<file path="config.mk">
export PLATFORM = sky130hd
export DESIGN_NAME = kd_tree_wb_loader
export DESIGN_NICKNAME = d
export VERILOG_FILES = /design/src/rtl/kd_tree_pkg.sv /design/src/rtl/wb_ack_timer.sv /design/src/rtl/kd_tree_wb_loader.sv
export SDC_FILE = /design/constraint.sdc
export NUM_CORES = 1
export LEC_CHECK = 0
export ABC_AREA = 0
export CORE_ASPECT_RATIO = 1.4
export CORE_MARGIN = 8
export CORE_UTILIZATION = 40
export DETAILED_ROUTE_END_ITERATION = 8
export PLACE_DENSITY = 0.76
export SLEW_MARGIN = 20
export SYNTH_ARGS = -nofsm -noshare
export SYNTH_HDL_FRONTEND = slang
export SYNTH_SLANG_ARGS = --single-unit
</file>
<file path="constraint.sdc">
create_clock -name clk -period 3.7 [get_ports clk]
set_input_delay 0.925 -clock clk [delete_from_list [all_inputs] [get_ports clk]]
set_output_delay 0.925 -clock clk [all_outputs]
set_load 0.03 [all_outputs]
</file>
<file path="src/rtl/kd_tree_pkg.sv">
// Shared types and constants for the KD-tree internal-node loader.
package kd_tree_pkg;

  localparam int unsigned INTERNAL_WIDTH    = 22;
  localparam int unsigned HALF_WIDTH        = 11;
  localparam int unsigned HALF_SEL_BIT      = 11;
  localparam int unsigned NUM_NODES_MAX     = 63;
  localparam int unsigned NODE_CNT_WIDTH    = 6;
  localparam int unsigned WB_ADDRESS_OFFSET = 495;
  localparam int unsigned WB_ADR_WIDTH      = 32;
  localparam int unsigned WB_DAT_WIDTH      = 32;
  localparam int unsigned WB_SEL_WIDTH      = 4;

  typedef enum logic [2:0] {
    ST_IDLE,
    ST_FETCH,
    ST_WR_LO,
    ST_WR_HI,
    ST_RD_LO,
    ST_RD_HI,
    ST_CHECK,
    ST_DONE
  } loader_state_t;

  typedef struct packed {
    logic [HALF_WIDTH-1:0] idx;
    logic [HALF_WIDTH-1:0] median;
  } node_rec_t;

  // A zero count still loads one node; larger counts are capped at the tree size.
  function automatic logic [NODE_CNT_WIDTH-1:0] clamp_nodes(input logic [NODE_CNT_WIDTH-1:0] n);
    if (n == '0) begin
      return NODE_CNT_WIDTH'(1);
    end
    if (32'(n) > NUM_NODES_MAX) begin
      return NODE_CNT_WIDTH'(NUM_NODES_MAX);
    end
    return n;
  endfunction

endpackage

</file>
<file path="src/rtl/wb_ack_timer.sv">
// Counts cycles spent waiting for a Wishbone ack and flags when the budget is spent.
module wb_ack_timer #(
  parameter int unsigned ACK_TIMEOUT = 16
) (
  input  logic clk,
  input  logic rst_n,
  input  logic load,
  input  logic count,
  output logic expired_c
);

  localparam int unsigned CNT_WIDTH = $clog2(ACK_TIMEOUT + 1);

  logic [CNT_WIDTH-1:0] cnt_q;

  assign expired_c = (cnt_q == CNT_WIDTH'(ACK_TIMEOUT));

  // Wait counter: cleared on beat entry, holds once the budget is reached.
  always_ff @(posedge clk or negedge rst_n) begin
    if (!rst_n) begin
      cnt_q <= '0;
    end else if (load) begin
      cnt_q <= '0;
    end else if (count && !expired_c) begin
      cnt_q <= cnt_q + CNT_WIDTH'(1);
    end
  end

endmodule

</file>
<file path="src/rtl/kd_tree_wb_loader.sv">
// Wishbone master that writes streamed KD-tree node records into the tree, with optional readback check.
module kd_tree_wb_loader
  import kd_tree_pkg::*;
#(
  parameter int unsigned ACK_TIMEOUT = 16
) (
  input  logic                      clk,
  input  logic                      rst_n,
  input  logic                      start,
  input  logic [NODE_CNT_WIDTH-1:0] num_nodes,
  input  logic                      verify_en,
  input  logic                      node_valid,
  input  logic [INTERNAL_WIDTH-1:0] node_data,
  output logic                      node_ready,
  output logic                      wb_mode,
  output logic                      wbm_cyc_o,
  output logic                      wbm_stb_o,
  output logic                      wbm_we_o,
  output logic [WB_SEL_WIDTH-1:0]   wbm_sel_o,
  output logic [WB_ADR_WIDTH-1:0]   wbm_adr_o,
  output logic [WB_DAT_WIDTH-1:0]   wbm_dat_o,
  input  logic                      wbm_ack_i,
  input  logic [WB_DAT_WIDTH-1:0]   wbm_dat_i,
  output logic                      busy,
  output logic                      done,
  output logic                      timeout_err,
  output logic [NODE_CNT_WIDTH-1:0] mismatch_cnt
);

  loader_state_t             state_q, state_d;
  logic                      phase_q, phase_d;
  logic                      verify_q, verify_d;
  logic [NODE_CNT_WIDTH-1:0] num_q, num_d;
  logic [NODE_CNT_WIDTH-1:0] node_cnt_q, node_cnt_d;
  node_rec_t                 rec_q, rec_d;
  node_rec_t                 rb_q, rb_d;
  logic                      terr_d;
  logic [NODE_CNT_WIDTH-1:0] mm_d;
  logic                      advance;
  logic                      timer_load, timer_count, timer_expired_c;
  logic                      ack_seen;
  logic                      half_sel_d;
  logic [HALF_WIDTH-1:0]     half_d;
  logic                      cyc_d, we_d, busy_d;
  logic [WB_ADR_WIDTH-1:0]   adr_d;
  logic [WB_DAT_WIDTH-1:0]   dat_d;
  logic                      unused_dat_c;

  assign wbm_sel_o    = '1;
  assign unused_dat_c = ^wbm_dat_i[WB_DAT_WIDTH-1:HALF_WIDTH];
  // An ack only counts while a strobe is actually on the bus.
  assign ack_seen     = wbm_ack_i && wbm_stb_o;

  wb_ack_timer #(
    .ACK_TIMEOUT(ACK_TIMEOUT)
  ) u_ack_timer (
    .clk       (clk),
    .rst_n     (rst_n),
    .load      (timer_load),
    .count     (timer_count),
    .expired_c (timer_expired_c)
  );

  // Next-state, datapath and next-output decode.
  always_comb begin
    state_d     = state_q;
    phase_d     = 1'b0;
    verify_d    = verify_q;
    num_d       = num_q;
    node_cnt_d  = node_cnt_q;
    rec_d       = rec_q;
    rb_d        = rb_q;
    terr_d      = timeout_err;
    mm_d        = mismatch_cnt;
    advance     = 1'b0;
    timer_load  = 1'b0;
    timer_count = 1'b0;

    case (state_q)
      ST_IDLE: begin
        if (start) begin
          verify_d   = verify_en;
          num_d      = clamp_nodes(num_nodes);
          node_cnt_d = '0;
          terr_d     = 1'b0;
          mm_d       = '0;
          rb_d       = '0;
          state_d    = ST_FETCH;
        end
      end
      ST_FETCH: begin
        if (node_valid && node_ready) begin
          rec_d   = node_data;
          state_d = ST_WR_LO;
        end
      end
      ST_WR_LO: begin
        // The tree never acks the low half, so this beat is exactly one cycle.
        state_d = ST_WR_HI;
      end
      ST_WR_HI, ST_RD_LO, ST_RD_HI: begin
        // Phase 0 is the idle gap between beats; phase 1 holds the strobe until ack.
        if (!phase_q) begin
          phase_d    = 1'b1;
          timer_load = 1'b1;
        end else if (ack_seen) begin
          case (state_q)
            ST_WR_HI: begin
              if (verify_q) begin
                state_d = ST_RD_LO;
              end else begin
                advance = 1'b1;
              end
            end
            ST_RD_LO: begin
              rb_d.median = wbm_dat_i[HALF_WIDTH-1:0];
              state_d     = ST_RD_HI;
            end
            default: begin
              rb_d.idx = wbm_dat_i[HALF_WIDTH-1:0];
              state_d  = ST_CHECK;
            end
          endcase
        end else if (timer_expired_c) begin
          terr_d  = 1'b1;
          state_d = ST_DONE;
        end else begin
          phase_d     = 1'b1;
          timer_count = 1'b1;
        end
      end
      ST_CHECK: begin
        if ((rb_q != rec_q) && (mismatch_cnt != NODE_CNT_WIDTH'(NUM_NODES_MAX))) begin
          mm_d = mismatch_cnt + NODE_CNT_WIDTH'(1);
        end
        advance = 1'b1;
      end
      ST_DONE: begin
        state_d = ST_IDLE;
      end
      default: begin
        state_d = ST_IDLE;
      end
    endcase

    if (advance) begin
      node_cnt_d = node_cnt_q + NODE_CNT_WIDTH'(1);
      state_d    = (node_cnt_d == num_q) ? ST_DONE : ST_FETCH;
    end

    busy_d     = (state_d != ST_IDLE);
    cyc_d      = (state_d == ST_WR_LO) ||
                 (((state_d == ST_WR_HI) || (state_d == ST_RD_LO) || (state_d == ST_RD_HI)) && phase_d);
    we_d       = cyc_d && ((state_d == ST_WR_LO) || (state_d == ST_WR_HI));
    half_sel_d = (state_d == ST_WR_HI) || (state_d == ST_RD_HI);
    half_d     = half_sel_d ? rec_d.idx : rec_d.median;
    adr_d      = busy_d ? (WB_ADR_WIDTH'(WB_ADDRESS_OFFSET) + WB_ADR_WIDTH'(node_cnt_d)) : '0;
    dat_d      = cyc_d ? WB_DAT_WIDTH'({half_sel_d, half_d}) : '0;
  end

  // State, datapath and registered outputs.
  always_ff @(posedge clk or negedge rst_n) begin
    if (!rst_n) begin
      state_q      <= ST_IDLE;
      phase_q      <= 1'b0;
      verify_q     <= 1'b0;
      num_q        <= '0;
      node_cnt_q   <= '0;
      rec_q        <= '0;
      rb_q         <= '0;
      node_ready   <= 1'b0;
      wb_mode      <= 1'b0;
      busy         <= 1'b0;
      done         <= 1'b0;
      wbm_cyc_o    <= 1'b0;
      wbm_stb_o    <= 1'b0;
      wbm_we_o     <= 1'b0;
      wbm_adr_o    <= '0;
      wbm_dat_o    <= '0;
      timeout_err  <= 1'b0;
      mismatch_cnt <= '0;
    end else begin
      state_q      <= state_d;
      phase_q      <= phase_d;
      verify_q     <= verify_d;
      num_q        <= num_d;
      node_cnt_q   <= node_cnt_d;
      rec_q        <= rec_d;
      rb_q         <= rb_d;
      node_ready   <= (state_d == ST_FETCH);
      wb_mode      <= busy_d;
      busy         <= busy_d;
      done         <= (state_d == ST_DONE);
      wbm_cyc_o    <= cyc_d;
      wbm_stb_o    <= cyc_d;
      wbm_we_o     <= we_d;
      wbm_adr_o    <= adr_d;
      wbm_dat_o    <= dat_d;
      timeout_err  <= terr_d;
      mismatch_cnt <= mm_d;
    end
  end

endmodule

</file>
# [Yosys cells after proc, flatten, opt, wreduce, memory -nomap -nowiden]
# Cells that the tools add are included.
[op_classes] add_sub_neg=4 eq_ne=25 n_mux=52 n_reduce_logical=25
[op_table] operator="22-bit 2-to-1 mux" count=5
[op_table] operator="22-bit case mux with 2 select lines" count=1
[op_table] operator="6-bit 2-to-1 mux" count=7
[op_table] operator="11-bit 2-to-1 mux" count=3
[op_table] operator="3-bit 2-to-1 mux" count=8
[op_table] operator="22-bit inequality test" count=1
[op_table] operator="3-bit equality test, second input constant" count=7
[op_table] operator="1-bit 2-to-1 mux" count=19
[op_table] operator="3-bit case mux with 5 select lines" count=1
[op_table] operator="5-bit AND reduction" count=3
[op_table] operator="2-bit inequality test, second input constant" count=7
[op_table] operator="6-bit by 1-bit adder with 6-bit output, second input constant" count=2
[op_table] operator="3-bit by 2-bit equality test with 1-bit output, second input constant" count=4
[op_table] operator="12-bit 2-to-1 mux" count=1
[op_table] operator="6-bit case mux with 2 select lines" count=1
[op_table] operator="9-bit by 6-bit adder with 10-bit output, first input constant" count=1
[op_table] operator="10-bit 2-to-1 mux" count=1
[op_table] operator="5-bit 2-to-1 mux" count=2
[op_table] operator="3-bit by 1-bit equality test with 1-bit output, second input constant" count=2
[op_table] operator="6-bit equality test" count=1
[op_table] operator="1-bit logical AND" count=6
[op_table] operator="6-bit logical NOT" count=1
[op_table] operator="6-bit inequality test, second input constant" count=1
[op_table] operator="3-bit case mux with 2 select lines" count=1
[op_table] operator="13 further kinds" count=20
[totals] ff_bits=100 in_bits=66 out_inout_bits=82 elab_cells=125

# [Longest topological paths before layout]
[logic_depth] word_depth=12 depth_mapped=9 depth_no_buf=8

# [By module]
# A second synthesis with hierarchy kept.
[unflattened] hier_cells=501 hier_area_um2=5151.2
[modules_own_cells] module="kd_tree_wb_loader" n_inst=1 cells_per_inst=474 area_each_um2=4870.9 seq_area_each_um2=2377.3
[modules_own_cells] module="wb_ack_timer" n_inst=1 cells_per_inst=27 area_each_um2=280.3 seq_area_each_um2=125.1

# [Least setup slack after synthesis]
# Ideal clock, no wire load.
[synth_path] kind="in2reg" from="input port wbm_ack_i" to="register wbm_adr_o[4]" setup_time_ps=77 t_arrival_ps=2422 required_time_ps=3623 path_slack_ps=1201 stages=8 n_path_buf=0 cell_sequence="nand3_1 -> o41ai_2 -> nor2_1 -> a21oi_1 -> inv_1 -> ha_1 -> a31o_2 -> a21oi_1"
[synth_via] elab_chain_len=7 elab_cells_between_ends=12 cone_classes="add/sub: 1; mux: 9; reduce/logical: 2"
[synth_lines] item="start: declaration" line="kd_tree_wb_loader.sv:22" source="input logic wbm_ack_i,"
[synth_lines] item="1-bit logical AND" line="kd_tree_wb_loader.sv:52" source="assign ack_seen = wbm_ack_i && wbm_stb_o;"
[synth_lines] item="1-bit 2-to-1 mux" line="kd_tree_wb_loader.sv:106" source="end else if (ack_seen) begin"
[synth_lines] item="1-bit 2-to-1 mux" line="kd_tree_wb_loader.sv:103" source="if (!phase_q) begin"
[synth_lines] item="1-bit case mux with 2 select lines" line="kd_tree_wb_loader.sv:79" source="case (state_q)"
[synth_lines] item="6-bit 2-to-1 mux" line="kd_tree_wb_loader.sv:146" source="if (advance) begin"
[synth_lines] item="net node_cnt_d[0]" line="kd_tree_wb_loader.sv:34" source="logic [NODE_CNT_WIDTH-1:0] node_cnt_q, node_cnt_d;"
[synth_lines] item="9-bit by 6-bit adder with 10-bit output" line="kd_tree_wb_loader.sv:157" source="adr_d = busy_d ? (WB_ADR_WIDTH'(WB_ADDRESS_OFFSET) + WB_ADR_WIDTH'(node_cnt_d)) : '0;"
[synth_lines] item="10-bit 2-to-1 mux" line="kd_tree_wb_loader.sv:157"
[synth_lines] item="net adr_d[4]" line="kd_tree_wb_loader.sv:45" source="logic [WB_ADR_WIDTH-1:0] adr_d;"
[synth_lines] item="end signal: assignment" line="kd_tree_wb_loader.sv:197" source="wbm_adr_o <= adr_d;"
[synth_lines] item="end: declaration" line="kd_tree_wb_loader.sv:20" source="output logic [WB_ADR_WIDTH-1:0] wbm_adr_o,"
# The timed path passes the listed nets, and every way through them passes these cells.
# A chain may end at the register's enable or synchronous reset.

# [Worst setup path in the final report]
[layout_path] from="input port wbm_ack_i" to="register wbm_adr_o[8]"
[layout_via] elab_chain_len=7 elab_cells_between_ends=12 cone_classes="add/sub: 1; mux: 9; reduce/logical: 2"
[layout_lines] item="1-bit logical AND (*)" line="kd_tree_wb_loader.sv:52"
[layout_lines] item="1-bit 2-to-1 mux or 3-bit 2-to-1 mux (tied branches)" line="kd_tree_wb_loader.sv:106"
[layout_lines] item="1-bit 2-to-1 mux or 3-bit 2-to-1 mux (tied branches)" line="kd_tree_wb_loader.sv:103"
[layout_lines] item="1-bit case mux with 2 select lines or 3-bit case mux with 5 select lines (tied branches)" line="kd_tree_wb_loader.sv:79"
[layout_lines] item="6-bit 2-to-1 mux or 3-bit 2-to-1 mux (tied branches)" line="kd_tree_wb_loader.sv:146"
[layout_lines] item="9-bit by 6-bit adder with 10-bit output or 3-bit nonzero test (tied branches)" line="kd_tree_wb_loader.sv:157, kd_tree_wb_loader.sv:151"
[layout_lines] item="10-bit 2-to-1 mux (*)" line="kd_tree_wb_loader.sv:157"
[layout_lines] item="net adr_d[8]" line="kd_tree_wb_loader.sv:45"
# Mark *: on every way through the listed nets, which the timed path passes. The rest lies on a longest branch.

==> summary.txt <==
status -> finished clean
pin count of the biggest net entering global routing -> 56
Skew-Pair Late Insertion Delay -> 340 ps
vias in the first global route -> 3784
global-route wire length before repair -> 18800 um
asr flop ratio synth -> 1.00
Setup Buffers After CTS -> 0
Final period util -> 0.816
top-area cell type share of the netlist area -> 0.504
largest family of logic cells by synthesized area -> simple AND/OR/NAND/NOR gates
compound-cell area share of the yosys netlist -> 0.0905
Clock Skew -> 8.07 ps
setup TNS -> 0 ps
clock tree root driver cell -> clkbuf_16
pre-CTS setup slack -> 396 ps
register area share after synthesis -> 0.504
final slew viol count -> 0
Distinct cells, synth -> 52
clk slew on worst S/H paths -> 60 ps
PD cells -> 876 nW/um2
ANT nets after route -> 0
Starting Density -> 0.405
CTS tree -> built
IO Pins -> 148
count leader, synth -> dfrtp_1
Setup WS post-layout -> 681 ps
Tmin final -> 3020 ps
Synth Flop Type -> dfrtp_1
cts hold-fix bufs -> 0
Overall Global Routing Usage -> 0.146
nets@finish -> 644
Clock Sinks -> 100
row cnt -> 48
# fillers -> 1111
chip width -> 110 um
antenna cells -> 0
Vias -> 3648
mux cell area share after synthesis -> 0.0741
Routed wire per std cell -> 16.0 um
RD Place Congestion -> 0.897
Avg Inst Size Synth -> 10.1 um2
Mapped Area -> 4960 um2
Worst setup EP type -> flop
critical path required time -> 3900 ps
DRC -> 0
vias per cell -> 5.02
Arrival @ worst endpoint -> 3210 ps
Synthesis Warnings -> 0
clock buffer depth -> 2
post-synthesis simple-gate area fraction -> 0.151
number of synthesized flops with an enable pin -> 0
worst vdd ir -> 0.302 mV
Post-Syn Instances -> 493
max cap viols -> 0
Slew headroom -> 0.602
type of origin of the critical path -> input pin
Post-Synth XOR/XNOR Area -> 0.0653
post-CTS sizing -> 0
Fmax -> 0.331 GHz
min-delay worst type -> flop to flop
share of layout cells above drive strength 1 -> 0.101
Layout area overhead -> 23.2%
Static Leakage -> 2.79 nW
final hold viol count -> 0
ranking of synthesized cells by area -> dfrtp_1 50%, buf_4 7.3%, xor2_1 5.1%
CTS H-tree lvls -> 3
actual slew at the worst max-slew pin -> 597 ps
total CTS buffers -> 9
Die Footprint -> 16300 um2
starting DRC count in detailed routing -> 114
CP max FO -> 11
antenna violations before repair -> 0
area leader, netlist -> dfrtp_1
RSZ-0062 raised after global routing -> false
Seq cells post-synth -> 100
DP HPWL -> 8910 um
Post-Route WL -> 11600 um
die height -> 148 um
total grt overflow -> 0
Adder-Cell Fraction of Synth Area -> 0.0126
# port buffers -> 80
final setup fails -> 0
CP Class -> input pin to flop
top cells by count, synth -> 100 x dfrtp_1, 62 x nand2_1, 48 x buf_4
Pre-antenna DRT Iters -> 6
core area -> 12300 um2
==> critical path, cell delays in order <==
cell,delay [ps]
clkdlybuf4s50_1,550
nand3_1,180
o41a_1,530
a31oi_1,450
o21a_1,480
a211oi_1,100
==> metal layers <==
metal | track usage | wire length (um)
met1 | 0.168 | 4560
met2 | 0.252 | 5900
met3 | 0.0370 | 950
met4 | 0.0528 | 208
met5 | 0 | 0
==> flip-flops by register name, summed over array words and instances, names as in the netlist, 3 cells and up <==
register / count
state_q: 3
wbm_dat_o: 12
num_q: 6
node_cnt_q: 6
rb_q: 22
wbm_adr_o: 10
mismatch_cnt: 6
u_ack_timer.cnt_q: 5
rec_q: 22
==> cells by family (layout without fill, tap and decap cells) <==
group                      Yosys count  in the layout
and+or+nand+nor                    160            160
DFF                                100            100
other                                2             46
AOI/OAI and AO/OA                   73             73
muxes                               34             34
adders and majority gates            5              5
buffers and inverters               82            122
xor gates and xnor gates            37             37
==> cells in the final DEF, fill, tap and decap left out, types with 4 or more instances in the layout <==
| master | instances |
|---|---|
| a21oi_1 | 16 |
| and3_1 | 4 |
| buf_4 | 12 |
| clkbuf_16 | 9 |
| clkdlybuf4s50_1 | 79 |
| conb_1 | 46 |
| dfrtp_1 | 100 |
| ha_1 | 5 |
| inv_1 | 15 |
| mux2_2 | 22 |
| mux2i_1 | 12 |
| nand2_1 | 62 |
| nand3_1 | 18 |
| nand4_1 | 5 |
| nor2_1 | 37 |
| nor3_1 | 5 |
| nor4_1 | 5 |
| o21ai_0 | 30 |
| or3_1 | 4 |
| xnor2_1 | 8 |
| xor2_1 | 29 |
==> through the flow <==
step	instances	hold slack (ps)	total power [mW]	utilization	area [um2]
finish	727	498	5.36	0.499	6110
global route	727	529	5.70	0.499	6110
CTS	727	505	5.39	0.499	6110
detailed placement	712	482	4.31	0.471	5770
global placement	712	480	4.20	0.471	5770
floorplan	537	465	3.52	-	5130
==> final cells by class <==
cell class / instances / area (um2) / area share
Multi-Input combinational cell: 355 / 2130 / 0.348
Sequential cell: 100 / 2500 / 0.409
Tap cell: 150 / 188 / 0.0307
Inverter: 15 / 56.3 / 0.00921
Timing Repair Buffer: 92 / 901 / 0.147
Clock inverter: 4 / 97.6 / 0.0160
Clock buffer: 11 / 243 / 0.0397
==> power by group <==
| group | total (mW) | internal, mW | switching [mW] |
|---|---|---|---|
| clock | 1.07 | 0.676 | 0.393 |
| combinational | 2.38 | 1.01 | 1.36 |
| sequential | 1.91 | 1.54 | 0.372 |
==> path summary, 6_finish.rpt <==
kind	slack, ps	depth (start not counted)	end	from
worst max-delay path	680	6	wbm_adr_o[8]	wbm_ack_i
worst min-delay path	500	2	rb_q[12]	rb_q[12]
worst max register to register	1270	7	wbm_adr_o[8]	node_cnt_q[0]
worst min register to register	500	2	rb_q[12]	rb_q[12]
max in group asynchronous	2430	2	rb_q[5]	rst_n
min in group asynchronous	590	1	state_q[2]	rst_n
No activity file was read; power rests on OpenSTA's default activity.
